## src/rtl/rl_fifo_1r1w.sv

```systemverilog
// ============================================================================
// Module   : rl_fifo_1r1w
// Brief    : Single-clock FIFO using an external 1R1W RAM with 1-cycle read
//            latency, plus a 2-entry output buffer. Optional push bypass
//            into the output buffer is enabled by RL_FIFO_1R1W_BYPASS_EN.
// Revision : 1.0 - initial release
// ============================================================================
`default_nettype none

module rl_fifo_1r1w #(
    parameter int ABITS    = 4,
    parameter int DBITS    = 32,
    parameter int AF_LEVEL = 2**ABITS
) (
    input  logic                 clk_i,
    input  logic                 rst_ni,
    input  logic                 clr_i,
    input  logic [DBITS-1:0]     d_i,
    input  logic                 valid_i,
    output logic                 ready_o,
    output logic [DBITS-1:0]     q_o,
    output logic                 valid_o,
    input  logic                 ready_i,
    output logic [ABITS-1:0]     ram_waddr_o,
    output logic [DBITS-1:0]     ram_din_o,
    output logic                 ram_we_o,
    output logic [(DBITS+7)/8-1:0] ram_be_o,
    output logic [ABITS-1:0]     ram_raddr_o,
    output logic                 ram_re_o,
    input  logic [DBITS-1:0]     ram_dout_i,
    output logic [ABITS+1:0]     count_o,
    output logic                 empty_o,
    output logic                 full_o,
    output logic                 almost_full_o
);

    localparam int               c_BEW = (DBITS+7)/8;
    localparam logic [ABITS+1:0] c_CAP = (ABITS+2)'(2**ABITS + 2);
    localparam logic [ABITS+1:0] c_AF  = (ABITS+2)'(AF_LEVEL);

    logic [ABITS-1:0] wptr_q, wptr_d, rptr_q, rptr_d;
    logic [ABITS:0]   ram_cnt_q, ram_cnt_d;
    logic [ABITS+1:0] count_q, count_d;
    logic             infl_q, infl_d;
    logic [1:0]       buf_cnt_q, buf_cnt_d;
    logic [DBITS-1:0] buf0_q, buf0_d, buf1_q, buf1_d;

    logic             w_full, w_push, w_pop, w_byp, w_wr, w_rd, w_in_v;
    logic [2:0]       w_pend;
    logic [DBITS-1:0] w_in;

    assign w_full = (count_q == c_CAP);
    assign w_push = rst_ni && valid_i && !w_full;
    assign w_pop  = ready_i && (buf_cnt_q != 2'd0);

    // Slots the buffer will still owe after this cycle's pop; a read is only
    // issued if its data is guaranteed a free slot on arrival.
    assign w_pend = {1'b0, buf_cnt_q} + {2'b00, infl_q} - {2'b00, w_pop};
    assign w_rd   = !clr_i && (ram_cnt_q != '0) && (w_pend < 3'd2);

`ifdef RL_FIFO_1R1W_BYPASS_EN
    assign w_byp  = w_push && (ram_cnt_q == '0) && !infl_q
                    && (({1'b0, buf_cnt_q} - {2'b00, w_pop}) < 3'd2);
`else
    assign w_byp  = 1'b0;
`endif

    assign w_wr   = w_push && !w_byp && !clr_i;
    assign w_in_v = infl_q || w_byp;
    assign w_in   = infl_q ? ram_dout_i : d_i;

    always_comb begin
        wptr_d    = wptr_q + ABITS'(w_wr);
        rptr_d    = rptr_q + ABITS'(w_rd);
        ram_cnt_d = ram_cnt_q + (ABITS+1)'(w_wr) - (ABITS+1)'(w_rd);
        count_d   = count_q + (ABITS+2)'(w_push) - (ABITS+2)'(w_pop);
        infl_d    = w_rd;
        buf0_d    = buf0_q;
        buf1_d    = buf1_q;
        buf_cnt_d = buf_cnt_q;
        if (w_pop) begin
            buf0_d    = buf1_q;
            buf_cnt_d = buf_cnt_d - 2'd1;
        end
        if (w_in_v) begin
            if (buf_cnt_d == 2'd0) buf0_d = w_in;
            else                   buf1_d = w_in;
            buf_cnt_d = buf_cnt_d + 2'd1;
        end
        if (clr_i) begin
            wptr_d    = '0;
            rptr_d    = '0;
            ram_cnt_d = '0;
            count_d   = '0;
            infl_d    = 1'b0;
            buf0_d    = '0;
            buf1_d    = '0;
            buf_cnt_d = 2'd0;
        end
    end

    always_ff @(posedge clk_i or negedge rst_ni) begin
        if (!rst_ni) begin
            wptr_q    <= '0;
            rptr_q    <= '0;
            ram_cnt_q <= '0;
            count_q   <= '0;
            infl_q    <= 1'b0;
            buf0_q    <= '0;
            buf1_q    <= '0;
            buf_cnt_q <= 2'd0;
        end else begin
            wptr_q    <= wptr_d;
            rptr_q    <= rptr_d;
            ram_cnt_q <= ram_cnt_d;
            count_q   <= count_d;
            infl_q    <= infl_d;
            buf0_q    <= buf0_d;
            buf1_q    <= buf1_d;
            buf_cnt_q <= buf_cnt_d;
        end
    end

    assign ready_o       = !w_full;
    assign q_o           = buf0_q;
    assign valid_o       = (buf_cnt_q != 2'd0);
    assign ram_waddr_o   = wptr_q;
    assign ram_din_o     = d_i;
    assign ram_we_o      = w_wr;
    assign ram_be_o      = {c_BEW{1'b1}};
    assign ram_raddr_o   = rptr_q;
    assign ram_re_o      = w_rd;
    assign count_o       = count_q;
    assign empty_o       = (count_q == '0);
    assign full_o        = w_full;
    assign almost_full_o = (count_q >= c_AF);

endmodule

`default_nettype wire

```

## config.mk

```make
export PLATFORM = sky130hd
export DESIGN_NAME = rl_fifo_1r1w
export DESIGN_NICKNAME = d
export VERILOG_FILES = /design/src/rtl/rl_fifo_1r1w.sv
export SDC_FILE = /design/constraint.sdc
export NUM_CORES = 1
export LEC_CHECK = 0
export CORE_MARGIN = 5
export CORE_UTILIZATION = 48
export DETAILED_ROUTE_END_ITERATION = 6
export PLACE_DENSITY = 0.87
export SYNTH_ARGS = -nofsm -noshare
export SYNTH_HDL_FRONTEND = slang
export SYNTH_SLANG_ARGS = --single-unit
```

## constraint.sdc

```tcl
create_clock -name clk_i -period 6.6 [get_ports clk_i]
set_input_delay 1.32 -clock clk_i [delete_from_list [all_inputs] [get_ports clk_i]]
set_output_delay 1.32 -clock clk_i [all_outputs]
set_load 0.02 [all_outputs]
```

==> reports/summary.txt <==
GR Overflow Total: 0
syn_area_per_cell: 10.1 sq um
post-cts resize count: 0
Worst Path Max Fanout: 3
CTS tree: yes
Final Cycle Share: 0.833
Power Density: 419 nW/um^2
max cap viols: 0
WL per Instance: 16.7 um
Tot GR Track Use: 0.180
post-route minimum period: 5500 ps
RePlAce Congestion: 0.740
setup TNS: 0 ps
worst path arrival time: 4180 ps
# setup viols final: 0
final setup margin: 1100 ps
Syn Inst Count: 428
required time of the critical path: 5280 ps
worst skew pair latency: 340 ps
area of the mapped netlist: 4330 sq um
input/output buffers: 89
Sink Count: 86
Ports: 158
largest area contributor in the netlist: dfrtp_1
Horiz. Die Dim: 105 um
Total Die Area: 11,000 sq um
Synth top area share: 0.497
worst IR drop on VDD: 0.175 mV
initial DRC count: 146
flop-to-flop setup slack: 2380 ps
initial antenna violation count: 0
DP Worst Slack: 1090 ps
via count: 3,295
Post-DRT Antenna Nets: 0
Worst Hold End: buf1_q[29]
Max stage delay on crit path: 720 ps
WL final: 9800 um
Slew HR: 0.212
CTS max path bufs: 2
r2r endpoint: ram_cnt_q[4]
register bit total from synthesis: 86
cts hold-fix bufs: 0
Static Leakage: 2.33 nW
Slew Limit Fails: 0
Num CTS Buffers: 9
fill count: 726
slowest cell on the critical path: clkdlybuf4s50_1
Die Y: 105 um
diode count: 0
most numerous cell on the critical path: clkdlybuf4s50_1
worst reg2reg path depth: 19
min-delay src: buf1_q[29]
WHS Path Cells: 1
Worst-Margin Slew: 1180 ps
first-pass GRT wire length: 16,800 um
H-Tree Depth: 3
synth top area cells: dfrtp_1, buf_4, a22o_1
HP Class: register to register
skew final: 6.36 ps
synth-to-layout area growth: 20.2%
fraction of layout cells with a size suffix above 1: 0.0586
Yosys warning total: 0
Fmax achieved: 182 MHz
Reg2Reg Launch Point: buf_cnt_q[1]
DRC: 0
sequential element share of the synthesized area: 0.497
vias in the first global route: 3,548
status: completed
post-DP HPWL: 6510 um
layout net count: 566
largest net degree at the start of global routing: 65
critical path startpoint category: primary input
Pre-Repair DR Iteration Count: 4
Vias per Instance: 5.62
Setup crit end kind: output pin
worst-path cell chain: clkdlybuf4s50_1 -> nand2b_1 -> nor2_1 -> or2_2 -> ha_1 -> inv_1 -> fa_1 -> xor2_1 -> nor4b_1 -> clkdlybuf4s50_1
Post-CTS Setup Repair Bufs: 0
Final Hold Fails: 0
crit path kind: primary input to output pin
Root Driver: clkbuf_8
core area: 8760 sq um
clk slew on worst S/H paths: 90 ps
Core Rows: 34
unrepaired setup endpoints after global routing: false
Netlist cell types: 32
Initial Util: 0.495
worst max-delay path, delay by kind of cell:
family                   cells  cell delay (ps)
buffers and inverters        3             1250
AND/OR/NAND/NOR              4              910
XOR/XNOR                     1              190
adder cells (fa/ha/maj)      2              520
cells by family after synthesis:
logic type | Yosys count | share of synthesized area
and+or+nand+nor | 140 | 0.137
DFF | 86 | 0.497
buffers and inverters | 85 | 0.114
AOI/OAI and AO/OA | 80 | 0.152
adders and majority gates | 24 | 0.0745
xor gates and xnor gates | 12 | 0.0242
other | 1 | 0.000865
layout by cell type (no fill, tap or decap), types with 4 or more instances in the layout:
master and count:
a21oi_1 6, a22o_1 32, a311oi_1 32, buf_4 6, clkbuf_8 9, clkdlybuf4s50_1 87
conb_1 4, dfrtp_1 86, ha_1 21, inv_1 21, nand2_1 66, nand3_1 4
nor2_1 48, nor2b_1 8, nor4b_1 4, xnor2_1 7, xor2_1 5
per-stage QoR:
stage	area (sq um)	power (mW)	hold WS [ps]	instances	util
final	5210	2.18	510	586	0.594
after global routing	5210	2.34	519	586	0.594
after CTS	5210	2.20	516	586	0.594
after detailed placement	5010	1.82	491	570	0.572
after global placement	5010	1.77	487	570	0.572
after floorplan	4350	1.45	473	431	-
synth_stat cells:
| library cell | number |
|---|---|
| dfrtp_1 | 86 |
| nand2_1 | 67 |
| nor2_1 | 48 |
| buf_4 | 43 |
| a22o_1 | 32 |
| a311oi_1 | 32 |
| ha_1 | 21 |
| inv_1 | 21 |
| buf_2 | 11 |
| nor2b_1 | 9 |
| a21oi_1 | 7 |
| xnor2_1 | 7 |
| buf_1 | 5 |
| xor2_1 | 5 |
| clkbuf_1 | 4 |
| nand3_1 | 4 |
| nor4b_1 | 4 |
| fa_1 | 3 |
| a21o_1 | 2 |
| nand2b_1 | 2 |
| nor4_1 | 2 |
| o21ai_0 | 2 |
| o21bai_1 | 2 |
| a31oi_1 | 1 |
| a41o_1 | 1 |
| and3_1 | 1 |
| conb_1 | 1 |
| inv_2 | 1 |
| nand4b_1 | 1 |
| o311ai_0 | 1 |
| or2_2 | 1 |
| or3_1 | 1 |
per-layer routing:
metal  GRT usage  wire (um)
met5           0          0
met4      0.0566         78
met3      0.0370        535
met2       0.291       4830
met1       0.244       4350
how the worst max path moves through the flow:
| stage | start | endpoint | slack [ps] | cells after the start |
|---|---|---|---|---|
| after detailed placement | ready_i | ram_re_o | 1090 | 10 |
| after global placement | ready_i | ram_re_o | 1210 | 10 |
| after floorplan | ready_i | ram_cnt_q[4] | 1600 | 18 |
| final | ready_i | ram_re_o | 1100 | 10 |
| after global routing | ready_i | ram_re_o | 910 | 10 |
| after CTS | ready_i | ram_re_o | 1090 | 10 |
state kept, by name, indices dropped and copies added, names as in the netlist:
register	count
ram_raddr_o	4
buf_cnt_q	2
count_o	6
q_o	32
infl_q	1
buf1_q	32
ram_cnt_q	5
ram_waddr_o	4
final cells by class:
class | instances | area [sq um] | area share
timing repair buffer | 94 | 921 | 0.177
clock inverter | 7 | 73.8 | 0.0142
multi-input combinational | 260 | 1720 | 0.330
clock buffer | 9 | 124 | 0.0238
inverter | 22 | 82.6 | 0.0159
tap | 108 | 135 | 0.0259
sequential | 86 | 2150 | 0.413
report_power, final:
group | internal, mW | switching, mW | total [mW]
clock network | 0.176 | 0.192 | 0.368
logic | 0.466 | 0.582 | 1.05
registers | 0.672 | 0.0953 | 0.767
Power figures use the tool's default switching activity.
